### src/rtl/rgb_mixer_pkg.sv
// Shared constants, step encoding and the saturating/wrapping level update
// for the multi-channel encoder-to-PWM mixer.
package rgb_mixer_pkg;

    localparam int DEF_NUM_CH       = 3;
    localparam int DEF_WIDTH        = 8;
    localparam int DEF_DEBOUNCE_LEN = 4;
    localparam int MAX_WIDTH        = 12;

    typedef enum logic [1:0] {
        STEP_NONE = 2'd0,
        STEP_UP   = 2'd1,
        STEP_DN   = 2'd2
    } step_t;

    // Levels are carried at MAX_WIDTH; width selects the live range.
    function automatic logic [MAX_WIDTH-1:0] apply_step(
        input logic [MAX_WIDTH-1:0] lvl,
        input step_t                step,
        input int unsigned          width,
        input logic                 sat
    );
        logic [MAX_WIDTH-1:0] top_v;
        logic [MAX_WIDTH-1:0] res;
        top_v = MAX_WIDTH'((32'd1 << width) - 32'd1);
        case (step)
            STEP_UP: res = (sat && lvl == top_v) ? lvl : ((lvl + 1'b1) & top_v);
            STEP_DN: res = (sat && lvl == '0)    ? lvl : ((lvl - 1'b1) & top_v);
            default: res = lvl;
        endcase
        return res;
    endfunction

endpackage

### src/rtl/rgb_mixer_multi_enc_channel.sv
// One encoder channel: 2-FF synchronisers, debouncers for A and B,
// rising-A quadrature decoder and the level register.
module enc_channel
    import rgb_mixer_pkg::*;
#(
    parameter int WIDTH        = DEF_WIDTH,
    parameter int DEBOUNCE_LEN = DEF_DEBOUNCE_LEN,
    parameter int SATURATE     = 1
) (
    input  logic             clk,
    input  logic             reset,
    input  logic             enc_a_i,
    input  logic             enc_b_i,
    input  logic             load_i,
    input  logic [WIDTH-1:0] load_value_i,
    output logic [WIDTH-1:0] level_o
);

    localparam int CNT_W = (DEBOUNCE_LEN > 1) ? $clog2(DEBOUNCE_LEN) : 1;
    localparam logic [CNT_W-1:0] CNT_TOP = CNT_W'(DEBOUNCE_LEN - 1);

    logic [1:0]       raw;
    logic             sync1_q [2];
    logic             sync2_q [2];
    logic             deb_q   [2];
    logic             deb_d   [2];
    logic [CNT_W-1:0] cnt_q   [2];
    logic [CNT_W-1:0] cnt_d   [2];

    assign raw = {enc_b_i, enc_a_i};

    // Index 0 is phase A, index 1 is phase B.
    generate
        for (genvar gi = 0; gi < 2; gi++) begin : g_deb
            always_comb begin
                deb_d[gi] = deb_q[gi];
                cnt_d[gi] = '0;
                if (sync2_q[gi] != deb_q[gi]) begin
                    if (cnt_q[gi] == CNT_TOP) begin
                        deb_d[gi] = sync2_q[gi];
                    end else begin
                        cnt_d[gi] = cnt_q[gi] + 1'b1;
                    end
                end
            end

            always_ff @(posedge clk) begin
                if (reset) begin
                    sync1_q[gi] <= 1'b0;
                    sync2_q[gi] <= 1'b0;
                    deb_q[gi]   <= 1'b0;
                    cnt_q[gi]   <= '0;
                end else begin
                    sync1_q[gi] <= raw[gi];
                    sync2_q[gi] <= sync1_q[gi];
                    deb_q[gi]   <= deb_d[gi];
                    cnt_q[gi]   <= cnt_d[gi];
                end
            end
        end
    endgenerate

    logic             deb_a_prev_q;
    step_t            step_q;
    step_t            step_d;
    logic [WIDTH-1:0] level_q;
    logic [WIDTH-1:0] level_d;

    always_comb begin
        step_d = STEP_NONE;
        if (deb_q[0] && !deb_a_prev_q) begin
            step_d = deb_q[1] ? STEP_DN : STEP_UP;
        end
    end

    // A load overrides the step that would land in the same cycle.
    always_comb begin
        if (load_i) begin
            level_d = load_value_i;
        end else begin
            level_d = WIDTH'(apply_step(MAX_WIDTH'(level_q), step_q, WIDTH, SATURATE != 0));
        end
    end

    always_ff @(posedge clk) begin
        if (reset) begin
            deb_a_prev_q <= 1'b0;
            step_q       <= STEP_NONE;
            level_q      <= '0;
        end else begin
            deb_a_prev_q <= deb_q[0];
            step_q       <= step_d;
            level_q      <= level_d;
        end
    end

    assign level_o = level_q;

endmodule

### src/rtl/rgb_mixer_multi.sv
// NUM_CH encoder channels feeding a shared-timebase PWM bank.
// Define RGB_MIXER_LOAD_EN to add direct level-load ports.
module rgb_mixer_multi
    import rgb_mixer_pkg::*;
#(
    parameter int NUM_CH       = DEF_NUM_CH,
    parameter int WIDTH        = DEF_WIDTH,
    parameter int DEBOUNCE_LEN = DEF_DEBOUNCE_LEN,
    parameter int SATURATE     = 1,
    localparam int LCH_W       = (NUM_CH > 1) ? $clog2(NUM_CH) : 1
) (
    input  logic                    clk,
    input  logic                    reset,
    input  logic [NUM_CH-1:0]       enc_a,
    input  logic [NUM_CH-1:0]       enc_b,
`ifdef RGB_MIXER_LOAD_EN
    input  logic                    load_valid,
    input  logic [LCH_W-1:0]        load_ch,
    input  logic [WIDTH-1:0]        load_value,
`endif
    output logic [NUM_CH-1:0]       pwm_out,
    output logic [NUM_CH*WIDTH-1:0] level_out
);

    localparam logic [WIDTH-1:0] PCNT_TOP = '1;

    logic             load_hit [NUM_CH];
    logic [WIDTH-1:0] load_val;

`ifdef RGB_MIXER_LOAD_EN
    assign load_val = load_value;
`else
    assign load_val = '0;
`endif

    generate
        for (genvar gi = 0; gi < NUM_CH; gi++) begin : g_ch
`ifdef RGB_MIXER_LOAD_EN
            assign load_hit[gi] = load_valid && (load_ch == LCH_W'(gi));
`else
            assign load_hit[gi] = 1'b0;
`endif
            enc_channel #(
                .WIDTH        (WIDTH),
                .DEBOUNCE_LEN (DEBOUNCE_LEN),
                .SATURATE     (SATURATE)
            ) u_ch (
                .clk          (clk),
                .reset        (reset),
                .enc_a_i      (enc_a[gi]),
                .enc_b_i      (enc_b[gi]),
                .load_i       (load_hit[gi]),
                .load_value_i (load_val),
                .level_o      (level_out[gi*WIDTH +: WIDTH])
            );
        end
    endgenerate

    logic [WIDTH-1:0]  pcnt_q;
    logic [WIDTH-1:0]  pcnt_d;
    logic [WIDTH-1:0]  shadow_q [NUM_CH];
    logic [NUM_CH-1:0] pwm_q;

    assign pcnt_d = pcnt_q + 1'b1;

    // Shadow reloads only on the last count so duty changes land on a period boundary.
    always_ff @(posedge clk) begin
        if (reset) begin
            pcnt_q <= '0;
            pwm_q  <= '0;
            for (int i = 0; i < NUM_CH; i++) begin
                shadow_q[i] <= '0;
            end
        end else begin
            pcnt_q <= pcnt_d;
            for (int i = 0; i < NUM_CH; i++) begin
                if (pcnt_q == PCNT_TOP) begin
                    shadow_q[i] <= level_out[i*WIDTH +: WIDTH];
                end
                pwm_q[i] <= (pcnt_q < shadow_q[i]);
            end
        end
    end

    assign pwm_out = pwm_q;

endmodule

### config.mk
export PLATFORM = sky130hd
export DESIGN_NAME = rgb_mixer_multi
export DESIGN_NICKNAME = d
export VERILOG_FILES = /design/src/rtl/rgb_mixer_pkg.sv /design/src/rtl/rgb_mixer_multi_enc_channel.sv /design/src/rtl/rgb_mixer_multi.sv
export SDC_FILE = /design/constraint.sdc
export NUM_CORES = 1
export LEC_CHECK = 0
export CORE_ASPECT_RATIO = 0.6
export CORE_MARGIN = 2
export CORE_UTILIZATION = 59
export CTS_BUF_LIST = sky130_fd_sc_hd__clkbuf_16
export DETAILED_ROUTE_END_ITERATION = 8
export PLACE_DENSITY = 0.8
export REMOVE_ABC_BUFFERS = 1
export SETUP_SLACK_MARGIN = 0.4
export SLEW_MARGIN = 25
export SYNTH_ARGS = -nofsm -noshare
export SYNTH_HDL_FRONTEND = slang
export SYNTH_HIERARCHICAL = 1
export SYNTH_SLANG_ARGS = --single-unit
### constraint.sdc
create_clock -name clk -period 3.8 [get_ports clk]
set_input_delay 1.14 -clock clk [delete_from_list [all_inputs] [get_ports clk]]
set_output_delay 1.14 -clock clk [all_outputs]
set_load 0.05 [all_outputs]
==> impl_results.md, run 1 <==
- Gr ovfl total: 0
- Worst EP arrival: between 1500 and 2000 ps
- Number of synthesized flops with an enable pin: 24
- Largest stage delay, worst path: 890 ps
- Logic gate share of total power: 0.115
- Outcome: completed
- Peak Freq: between 300 and 400 MHz
- Async S/R FF share, synth: 0
- Met1 Use GR: 0.366
- Net Sw Frac: 0.268
- Total power draw: about 2.2 mW
- Clock Skew: 7.98 ps
- Die width: 124 µm
- Delay-heaviest family, CP: buffers and inverters
- CTS Buf Count: 9
- Synthesized area: a little over 0.005 mm²
- Setup slack after layout: roughly 830 ps
- DP HPWL: about 7500 µm
- # setup viols final: 0
- Max Slew Vio Count: 0
- Capturing element type of the critical path: output port
- Area contributors post-synth: dfxtp_1, edfxtp_1, ha_1
- CTS tree: built
- Layout cells sized above 1: 0.0723
- I/O pins: 35
- Yosys Warn Count: 6
- Primary FF master, synth: dfxtp_1
- Syn-to-layout area delta: 14.3%
- Post-Place Cells: 678
- Min Hold Slack: between 400 and 500 ps
- Maximum VDD drop: a little over 0.0003 V
- Post_cts resized: 0
- RSZ-0062 raised after global routing: no
- Most Crowded Layer GR: met1
- Sequential share of power: 0.514
- WS Path Type: reg -> out
- Clock network fraction of design power: 0.370
- First DRT Iteration DRCs: between 300 and 400
- Max-Cap Viols: 0
- Maximum fanout along the worst path: 12
- Global-route wire length before repair: 18000 µm
- Gate Count Post-Synth: around 530
- Pre-CTS setup slack: roughly 1200 ps
- Antenna cell count: 0
- Final Wtd Congestion: around 0.99
- Final ANT Viol Nets: 0
- CTS Sinks: between 90 and 100
- CP bufs+invs: 1
- Number of global-route vias before repair: between 3k and 4k
- Total Wirelength: between 10000 and 15000 µm
- Via count: 4066
- Least-Margin Pin Slew: between 800 and 900 ps
- Post-CTS Setup Inserts: 0
- Post-Layout Cell Count: ~700
- Vias per inst: between 5 and 6
- Routed length per instance: about 15 µm
- Largest net degree at the start of global routing: between 60 and 70
- Starting Density: 0.604
- Cell-internal power: 1.65 mW
- CP required: around 2700 ps
- Residual DRC: 0
- Initial antenna violation count: 0
- Drt first pass iters: 5
- Synth Register Bits: approximately 100
- IO buf count: 34
- Final hold violation count: 0
- GRT Overall Usage: 0.245
- Met3 Track Usage GR: 0.0625
- Slew headroom: 0.430
- M2 GR Usage: 0.345
- Final period util: 0.781
- Die Height: about 76 µm
- TNS Setup: 0 ps
- Core ar.: between 0.008 and 0.009 mm²
- Slowest cell on the critical path: clkdlybuf4s50_1
- Clk buf depth: 2
- HP Class: reg -> reg
- Synthesized area per cell: about 9.6 µm²
- Sequential-to-total area share from yosys stat: 0.433
- PD cells: slightly below 400 mW/mm²
- Worst-skew pair later-pin latency: around 350 ps
- FP Rows: 26
- Yosys top cell by area: dfxtp_1
- Psw: slightly above 0.6 mW
- Critical Path, Cell by Cell: clkdlybuf4s50_1
- Top-area cell type share of the netlist area: 0.291
- CTS Hold Bufs: 0
- Root Buffer: clkbuf_16
- Clock-pin slew of the registers on the worst-case setup and hold paths: around 60 ps
- Period minus WS final: between 2000 and 3000 ps
- Die Area: between 0.009 and 0.01 mm²
- Layout Nets: between 600 and 700
- H-tree levels: 3
- FILL cells: roughly 630
- Yosys cell types: 47
- Leak: roughly 2.2 nW
- Startpoint Class: flip-flop
==> state kept, by name (all words and copies together) (netlist names) <==
register,flops
g_ch.u_ch/step_q,6
g_ch.u_ch/level_o,24
pwm_out,3
g_ch.u_ch/sync2_q,6
g_ch.u_ch/cnt_q,12
g_ch.u_ch/deb_a_prev_q,3
g_ch.u_ch/deb_q,6
pcnt_q,8
shadow_q,24
g_ch.u_ch/sync1_q,6
==> through the flow <==
step / utilization / instance area, µm²
finish: 0.690 / 5810
floorplan: - / 5020
detailed placement: 0.658 / 5550
CTS: 0.690 / 5810
global placement: 0.657 / 5540
global route: 0.690 / 5810
==> Yosys cell counts, types with 2 or more instances <==
| cell type | count |
|---|---|
| nor3_2 | 3 |
| o211a_1 | 3 |
| nand2b_1 | 9 |
| a211oi_1 | 12 |
| nor4b_1 | 3 |
| a21oi_1 | 24 |
| a41oi_1 | 3 |
| nand3_1 | 11 |
| nor2_1 | 37 |
| clkbuf_1 | 16 |
| nor3_1 | 3 |
| o21a_1 | 3 |
| nor2b_1 | 22 |
| a2111oi_0 | 3 |
| inv_1 | 40 |
| and3_1 | 3 |
| xnor2_1 | 10 |
| o32ai_1 | 9 |
| a31oi_1 | 6 |
| or3_1 | 13 |
| buf_6 | 5 |
| a32oi_1 | 3 |
| o31ai_1 | 11 |
| buf_2 | 9 |
| o2111a_1 | 3 |
| and2_1 | 11 |
| o21ai_0 | 17 |
| o211ai_1 | 12 |
| nor4_4 | 4 |
| a211o_1 | 3 |
| nor3b_1 | 9 |
| nand2_1 | 25 |
| and3b_1 | 3 |
| nand4_1 | 12 |
| and4_1 | 3 |
| mux2i_1 | 9 |
| and2_2 | 13 |
| nor4_1 | 3 |
| edfxtp_1 | 24 |
| xor2_1 | 2 |
| a22oi_1 | 9 |
| ha_1 | 31 |
| dfxtp_1 | 74 |
==> worst paths after layout <==
check | start | end | slack [ps] | cells after the start
hold reg to reg | g_ch[0].u_ch/deb_a_prev_q | g_ch[0].u_ch/step_q[0] | 420 | 1
hold / removal | g_ch[0].u_ch/deb_a_prev_q | g_ch[0].u_ch/step_q[0] | 420 | 1
setup / recovery | g_ch[2].u_ch/level_o[2] | level_out[18] | 830 | 1
setup reg to reg | g_ch[1].u_ch/step_q[0] | g_ch[1].u_ch/level_o[6] | 1360 | 8
==> cells in the final DEF (no fill, tap or decap), types with 4 or more instances in the layout <==
master and n:
a211oi_1 12, a21oi_1 24, a22oi_1 9, a31oi_1 6
and2_1 11, and2_2 13, clkbuf_16 9, clkdlybuf4s50_1 33
conb_1 27, dfxtp_1 74, edfxtp_1 24, ha_1 31
inv_1 41, mux2i_1 9, nand2_1 25, nand2b_1 9
nand3_1 11, nand4_1 12, nor2_1 37, nor2b_1 22
nor3b_1 9, nor4_4 4, o211ai_1 12, o21ai_0 17
o31ai_1 10, o32ai_1 9, or3_1 13, xnor2_1 10
==> power groups by stage <==
| stage | Clock, mW | Combinational, mW | Sequential (mW) |
|---|---|---|---|
| floorplan | 0 | 0.116 | 1.23 |
| global placement | 0 | 0.244 | 1.17 |
| detailed placement | 0 | 0.253 | 1.18 |
| CTS | 0.851 | 0.254 | 1.15 |
| global route | 0.894 | 0.285 | 1.16 |
| finish | 0.833 | 0.260 | 1.16 |
==> kinds of logic after synthesis <==
group / Yosys count / share of synthesized area
XOR/XNOR: 12 / 0.0207
other: 1 / 0.000737
multiplexers: 9 / 0.0177
AND/OR/NAND/NOR: 190 / 0.225
buffers and inverters: 70 / 0.0612
flip-flops: 98 / 0.433
adder cells (fa/ha/maj): 31 / 0.0762
AO/OA/AOI/OAI: 121 / 0.166
==> worst register-to-register path, stage by stage (launching register included) <==
cell and delay, ps:
dfxtp_1 410, nand2b_1 340, xnor2_1 130, ha_1 250
nor4b_1 560, a32oi_1 200, o31ai_1 240, nand2_1 80
a21oi_1 160
==> final cells by class <==
| cell class | count | area (µm²) | share of cell area |
|---|---|---|---|
| flip-flops and latches | 98 | 2200 | 0.379 |
| clock buffers | 9 | 225 | 0.0387 |
| clock inverters | 6 | 42.5 | 0.00732 |
| well taps | 112 | 140 | 0.0241 |
| inverters | 40 | 150 | 0.0258 |
| repair buffers | 38 | 369 | 0.0635 |
| multi-input cells | 390 | 2690 | 0.462 |
==> routing by layer <==
metal | up-vias | wire [µm]
met5 | - | 0
met4 | 0 | 143
met3 | 14 | 1020
met2 | 186 | 4580
met1 | 1868 | 4890
li1 | 1998 | -
(Power assumes the default switching activity.)
==> run 2: changes to the inputs <==
CORE_UTILIZATION = 53   (was 59)
PLACE_DENSITY = 0.76   (was 0.8)
clock period = 2.65 ns   (was 3.8 ns; I/O delays follow)
==> run 2 against run 1 <==
Compared with the run above: register-to-register slack got worse by 820 ps; largest cell class unchanged; combinational power increased by 42%; utilization decreased by 5.5 points; highest routed layer unchanged; flip-flop and latch count unchanged; non-clock buffer count increased by 5; total power increased by 47%; first-iteration DRC count decreased by 29%; critical path depth unchanged; routed wire length increased by 1.9%; sequential power increased by 43%.
==> impl_results.md, run 2 (synthesized netlist as in run 1, its figures left out) <==
- DP HPWL: approximately 7600 µm
- Slowest cell on the critical path: clkdlybuf4s15_1
- Total power draw: ~3.3 mW
- End of the worst hold path: g_ch[2].u_ch/step_q[0]
- Die width: 130 µm
- Hold Startpoint: g_ch[2].u_ch/deb_a_prev_q
- CTS tree: built
- Max Slew Vio Count: 0
- Starting Density: 0.550
- Final Wtd Congestion: about 0.98
- Post-Place Cells: around 700
- Die Height: roughly 80 µm
- CP required: 1860 ps
- Initial antenna violation count: 0
- Slew headroom: 0.407
- Global-route wire length before repair: 18400 µm
- Delay-heaviest family, CP: buffers and inverters
- First DRT Iteration DRCs: ~270
- Max-Cap Viols: 0
- CP bufs+invs: 1
- IO buf count: 34
- Worst-skew pair later-pin latency: between 300 and 400 ps
- Clock Skew: approximately 9.5 ps
- RSZ-0062 raised after global routing: no
- HP Class: reg -> reg
- Critical Path, Cell by Cell: clkdlybuf4s15_1
- Outcome: completed
- Maximum fanout along the worst path: 7
- Cell Area, Placed: roughly 0.0056 mm²
- R2R Path End: g_ch[0].u_ch/level_o[4]
- Hold Crit Depth: 1
- Largest net degree at the start of global routing: 38
- Setup slack, reg-to-reg: 540 ps
- Final hold violation count: 0
- Gr ovfl total: 0
- M2 GR Usage: 0.339
- Residual DRC: 0
- WS Path Type: reg -> out
- CTS Buf Count: 9
- Layout cells sized above 1: 0.118
- Commonest non-fill, non-tap cell in the layout: dfxtp_1
- Leak: between 2 and 2.5 nW
- Post-Layout Cell Count: 717
- # setup viols final: 0
- H-tree levels: 3
- Routed length per instance: between 15 and 20 µm
- Design area: slightly below 0.006 mm²
- Most Crowded Layer GR: met2
- GRT Overall Usage: 0.226
- Peak Freq: roughly 450 MHz
- Most frequent cells in the layout: dfxtp_1, inv_1, nor2_1
- Maximum VDD drop: ~0.00033 V
- I/O pins: 35
- CTS Sinks: roughly 100
- Startpoint Class: flip-flop
- Period minus WS final: 2220 ps
- FP Rows: 27
- Largest stage delay, worst path: between 500 and 600 ps
- Core ar.: slightly above 0.009 mm²
- Worst EP arrival: between 1000 and 1500 ps
- Die Area: roughly 0.010 mm²
- Final ANT Viol Nets: 0
- Drt first pass iters: 5
- Syn-to-layout area delta: 15.5%
- Root Buffer: clkbuf_16
- Clk buf depth: 2
- Least-Margin Pin Slew: just under 900 ps
- Capturing element type of the critical path: output port
- Antenna cell count: 0
- Total Wirelength: roughly 11000 µm
- Number of global-route vias before repair: slightly below 4k
- Vias per inst: 5.69
- Met1 Use GR: 0.321
- Worst Reg2Reg Path Length in Cells: 8
- Via count: just over 4k
- Layout Nets: between 600 and 700
- Crit Reg-Reg Startpoint: g_ch[0].u_ch/step_q[0]
- Met3 Track Usage GR: 0.0556
- Clock-pin slew of the registers on the worst-case setup and hold paths: roughly 70 ps
- PD cells: 562 mW/mm²
- Final period util: 0.838
-- run 2: worst max path at each step --
stage,slack (ps),to,start,cells past startpoint
final,430,level_out[6],g_ch[0].u_ch/level_o[6],1
after global routing,400,g_ch[0].u_ch/level_o[6],g_ch[0].u_ch/step_q[0],8
after CTS,310,level_out[19],g_ch[2].u_ch/level_o[3],1
after detailed placement,350,g_ch[0].u_ch/level_o[4],g_ch[0].u_ch/step_q[0],8
after global placement,440,level_out[19],g_ch[2].u_ch/level_o[3],1
after floorplan,-450,shadow_q[0][0],pcnt_q[0],3
-- run 2: through the flow --
stage               hold WS [ps]  setup TNS, ps  setup WS (ps)  utilization
global placement             395              0            437        0.605
CTS                          413              0            314        0.637
global route                 436              0            400        0.635
detailed placement           401              0            350        0.605
floorplan                    389         -10860           -452            -
finish                       410              0            430        0.635
-- run 2: metal layers --
metal	part of all wire	wire, µm
met1	0.47	5110
met2	0.43	4710
met3	0.076	824
met4	0.017	180
met5	0	0
-- run 2: power breakdown --
| group | total (mW) | internal, mW | switching, mW |
|---|---|---|---|
| Combinational | 0.368 | 0.132 | 0.236 |
| Sequential | 1.66 | 1.58 | 0.0767 |
| Clock | 1.28 | 0.702 | 0.575 |
| Total | 3.30 | 2.41 | 0.887 |
-- run 2: repair_timing --
action | in CTS | in global routing
hold endpoints to repair | 0 | 0
endpoints found under the setup margin | 27 | 21
hold buffers | 0 | 0
cloned | 0 | 0
resized for setup | 44 | 24
buffers inserted | 0 | 0
-- run 2: area by class of cell --
cell class                      count  area [µm²]
Clock inverter                      6        46.3
Multi-Input combinational cell    390        2710
Tap cell                          130         163
Sequential cell                    98        2200
Fill cell                         773        3380
Timing Repair Buffer               43         360
Inverter                           40         150
Clock buffer                       10         250
-- run 2: worst register-to-register path, delay by kind of cell, from the launching register on --
kind	cells	cell delay, ps
AOI/OAI and AO/OA	2	320
DFF	1	350
adders and majority gates	1	260
xor gates and xnor gates	1	170
and+or+nand+nor	4	900
